<file path="src/rtl/kgp_add_scheduler.sv">
// kgp_add_scheduler: two-requester round-robin adder using one shared 8-bit adder, one byte per cycle
module kgp_add_scheduler #(
  parameter int NBYTES = 4
) (
  input  logic                clk,
  input  logic                rst_n,
  input  logic                req0_valid,
  output logic                req0_ready,
  input  logic [8*NBYTES-1:0] req0_a,
  input  logic [8*NBYTES-1:0] req0_b,
  input  logic                req0_cin,
  input  logic                req1_valid,
  output logic                req1_ready,
  input  logic [8*NBYTES-1:0] req1_a,
  input  logic [8*NBYTES-1:0] req1_b,
  input  logic                req1_cin,
  output logic                rsp_valid,
  input  logic                rsp_ready,
  output logic                rsp_id,
  output logic [8*NBYTES:0]   rsp_sum,
  output logic                busy
);
  localparam int W = 8 * NBYTES;
  localparam int IW = NBYTES > 1 ? $clog2(NBYTES) : 1;
  localparam logic [IW-1:0] LAST = IW'(NBYTES - 1);
  localparam logic [1:0] IDLE = 2'd0, ADD = 2'd1, DONE = 2'd2;
  logic [1:0] state;
  logic [W-1:0] a_q, b_q;
  logic carry;
  logic [IW-1:0] idx;
  logic [IW+2:0] bit_pos;
  logic last_grant;
  logic [8:0] sum9;
  assign bit_pos = {idx, 3'b000};
  assign sum9 = {1'b0, a_q[bit_pos +: 8]} + {1'b0, b_q[bit_pos +: 8]} + {8'd0, carry};
  assign rsp_valid = state == DONE;
  assign busy = state != IDLE;
  // grant in IDLE only; on contention the requester not served last wins
  always_comb begin
    req0_ready = state == IDLE && req0_valid && (!req1_valid || last_grant);
    req1_ready = state == IDLE && req1_valid && (!req0_valid || !last_grant);
  end
  // capture on grant, ripple one byte per cycle, hold result until consumed
  always_ff @(posedge clk or negedge rst_n) begin
    if (!rst_n) begin
      state      <= IDLE;
      a_q        <= '0;
      b_q        <= '0;
      carry      <= 1'b0;
      idx        <= '0;
      last_grant <= 1'b1;
      rsp_id     <= 1'b0;
      rsp_sum    <= '0;
    end else begin
      case (state)
        IDLE: if (req0_ready || req1_ready) begin
          a_q        <= req0_ready ? req0_a : req1_a;
          b_q        <= req0_ready ? req0_b : req1_b;
          carry      <= req0_ready ? req0_cin : req1_cin;
          rsp_id     <= req1_ready;
          last_grant <= req1_ready;
          idx        <= '0;
          state      <= ADD;
        end
        ADD: begin
          rsp_sum[bit_pos +: 8] <= sum9[7:0];
          carry <= sum9[8];
          idx   <= idx + 1'b1;
          if (idx == LAST) begin
            rsp_sum[W] <= sum9[8];
            state      <= DONE;
          end
        end
        DONE: if (rsp_ready) state <= IDLE;
        default: state <= IDLE;
      endcase
    end
  end
endmodule
</file>
<file path="config.mk">
export PLATFORM = sky130hd
export DESIGN_NAME = kgp_add_scheduler
export DESIGN_NICKNAME = d
export VERILOG_FILES = /design/src/rtl/kgp_add_scheduler.sv
export SDC_FILE = /design/constraint.sdc
export NUM_CORES = 1
export LEC_CHECK = 0
export ABC_AREA = 1
export CAP_MARGIN = 20
export CORE_MARGIN = 5
export CORE_UTILIZATION = 42
export DETAILED_ROUTE_END_ITERATION = 8
export PLACE_DENSITY_LB_ADDON = 0.2
export SYNTH_ARGS = -nofsm -noshare
export SYNTH_HDL_FRONTEND = slang
export SYNTH_SLANG_ARGS = --single-unit
</file>
<file path="constraint.sdc">
create_clock -name clk -period 2.59 [get_ports clk]
set_input_delay 0.777 -clock clk [delete_from_list [all_inputs] [get_ports clk]]
set_output_delay 0.777 -clock clk [all_outputs]
set_load 0.02 [all_outputs]
</file>
==> impl_results.md <==
* Status: finished, final reports clean
* H-tree depth at 3
* Post-synth top area share at about 47%
* #FFs+latches synth at 104
* Post-synthesis cell type count at 28
* Core Util, Final at around three fifths
* Register area at 0.002605 sq mm
* Part of the Yosys area used for sequential elements at between 40% and 50%
* WHS at around 0.46 ns
* Place WS at -0.2812 ns
* Gr usage total at 21.39%
* Tcrit/Tclk final at 97.18%
* CTS buffer count at 9
* Arr. time, crit path at around 2.8 ns
* Max clock buf depth at 2
* Syn nets at 848
* Asr flop ratio synth at 100.0%
* Max-cap violations at 0
* Root buffer cell: clkbuf_16
* Fill cells at 1144
* Initial antenna violation count at 1
* Slew headroom at between 50% and 60%
* Via Count at 5435
* Initial DRC Count at 451
* Fmax at approximately 400 MHz
* I/O Buffers at approximately 170
* First-pass GRT wire length at around 26 mm
* Vias in the first global route at roughly 5400
* Post-Syn Area per Cell at between 7 and 8 sq um
* Post-Synthesis Cells at 697
* Post-synth top area cell: dfrtp_1
* Mapped Area at 0.005434 sq mm
* Final-report hold violation count at 0
* Maximum vdd drop at about 0.76 mV
* Worst-skew pair later-pin latency at 0.34 ns
* Layout cells sized above 1 at 8.496%
* Die height at 123.7 um
* Drt pass-1 iters at 5
* Worst path most repeated cell: fa_2
* Commonest non-fill, non-tap cell in the layout: nand2_1
* Area contributors post-synth: dfrtp_1 (47%), nand2_1 (15%), nor2_1 (7.6%)
* Worst hold path type: in -> async
* PwrDens at around 1400 mW/mm^2
* Max Slew Vio Count at 0
* Multi-input logic area at 0.002571 sq mm
* Final nets at 1017
* Setup crit start kind: flop
* Placeable Area at around 0.013 sq mm
* Final Worst Setup Slack at 0.07301 ns
* WP data required at 2.82 ns
* Initial Utilization at 42.89%
* Slowest cell on the critical path: dfrtp_1
* Area delta synth->final at 42.87%
* Final WL at 16.29 mm
* I/O pins at 173
* Largest net degree at the start of global routing at 121
* Setup violators final at 0
* Drt via density at 5.206
* Lkg Pwr at approximately 3.4 nW
* Die footprint at 0.01531 sq mm
* Die W at 123.7 um
* Worst-path fanout max at 8
* YS warnings at 0
* Worst path cell trace: buf_6, o21ai_1, o22ai_1, fa_2, fa_2, nand3_1, nand3_2, xor2_2, buf_4, a22o_1
* Post-DRT Antenna Nets at 0
* Number of flops mapped to enable cells by yosys at 0
* Main synth FF type: dfrtp_1
* WL/cell at 15.61 um
* Most frequent cells in the layout: nand2_1 (209), clkdlybuf4s50_1 (169), nor2_1 (109)
* CP max stage delay at 0.44 ns
* CTS tree: done
* Row cnt at 41
* DRC at 0
* Clock transition at path regs at 0.07 ns
* Total power at 10.96 mW
* Gpl congestion at 0.9026
* Actual slew at the worst max-slew pin at 0.6320 ns
* Crit Path Category: reg -> reg
* Setup Skew at between 0.008 and 0.009 ns
* RSZ-0062 raised after global routing: yes
* Clock sinks at 104
* Post-DP HPWL at approximately 12 mm
* Grt ovf at 0
* Critical Path End Type: flop
* Tmin final at between 2 and 3 ns
[registers in the layout, summed over array words and instances, names as in the netlist]
| signal | count |
|---|---|
| a_q | 32 |
| rsp_sum | 33 |
| carry | 1 |
| rsp_id | 1 |
| b_q | 32 |
| last_grant | 1 |
| state | 2 |
| idx | 2 |
[synth_stat cells (3+ instances only)]
cell	n
a21oi_1	5
o31ai_1	4
dfrtp_1	103
o21ai_0	52
buf_2	17
nand3_2	3
nand4_1	6
nand2_2	4
nor2_1	110
a31oi_1	64
ha_1	14
clkbuf_1	11
o22ai_1	16
nand3_1	17
nand2_1	213
inv_1	32
buf_4	9
[final timing paths]
| check | startpoint | end | slack [ns] | cells past startpoint |
|---|---|---|---|---|
| hold reg to reg | rsp_sum[31] | rsp_sum[31] | 0.48 | 2 |
| setup / recovery | idx[0] | rsp_sum[4] | 0.07 | 10 |
| setup reg to reg | idx[0] | rsp_sum[4] | 0.07 | 10 |
| max in group asynchronous | rst_n | rsp_sum[22] | 1.64 | 2 |
| min in group clk | rsp_sum[31] | rsp_sum[31] | 0.48 | 2 |
| hold / removal | rst_n | rsp_sum[10] | 0.46 | 2 |
[what timing repair did]
| item | in CTS | in global routing |
|---|---|---|
| buffers inserted | 0 | 3 |
| cloned | 0 | 0 |
| hold buffers | 0 | 0 |
| pin swaps | 2 | 6 |
| resized for setup | 7 | 27 |
| endpoints found under the setup margin | 8 | 26 |
[logic make-up (layout without fill, tap and decap cells)]
group / count (synthesis) / in the layout / share of synthesized area [%]
other cells: 0 / 1 / 0
xor+xnor: 2 / 2 / 0.3224
simple gates: 357 / 357 / 26.20
fa+ha+maj: 16 / 16 / 3.960
compound gates: 144 / 144 / 15.47
buf+inv: 74 / 248 / 6.125
flops: 104 / 104 / 47.92
[critical path: cells and delay by family, from the launching register on]
family | cells | cell delay (ns)
simple gates | 2 | 0.22
compound gates | 3 | 0.40
fa+ha+maj | 2 | 0.82
xor+xnor | 1 | 0.21
flops | 1 | 0.44
buf+inv | 2 | 0.32
[metal layers]
layer	up-vias	part of all wire (%)	track usage (%)
li1	2657	-	-
met1	2560	42	27.46
met2	188	50	35.96
met3	30	6.1	3.860
met4	0	2.2	8.235
met5	-	0	0
[cell type report]
type / count / area share [%]
diodes: 1 / 0.03223
clock buffers: 11 / 3.127
clock inverters: 5 / 0.8219
inverters: 35 / 1.724
multi-input cells: 519 / 33.12
flip-flops and latches: 104 / 33.55
well taps: 172 / 2.772
repair buffers: 197 / 24.85
[through the flow]
stage / cell area (sq um) / std cells / TNS (ns)
after floorplan: 5440 / 697 / 0
after global placement: 7363 / 1024 / -8.032
after detailed placement: 7363 / 1024 / -12.15
after CTS: 7681 / 1040 / 0
after global routing: 7764 / 1044 / -0.09538
final: 7764 / 1044 / 0
[report_power, final]
part | internal [mW] | leakage (nW) | switching [mW]
Sequential | 2.38 | 1.24 | 0.487
Clock | 0.786 | 0.147 | 0.617
Combinational | 2.63 | 2.03 | 4.06
No activity file was read; power rests on OpenSTA's default activity.
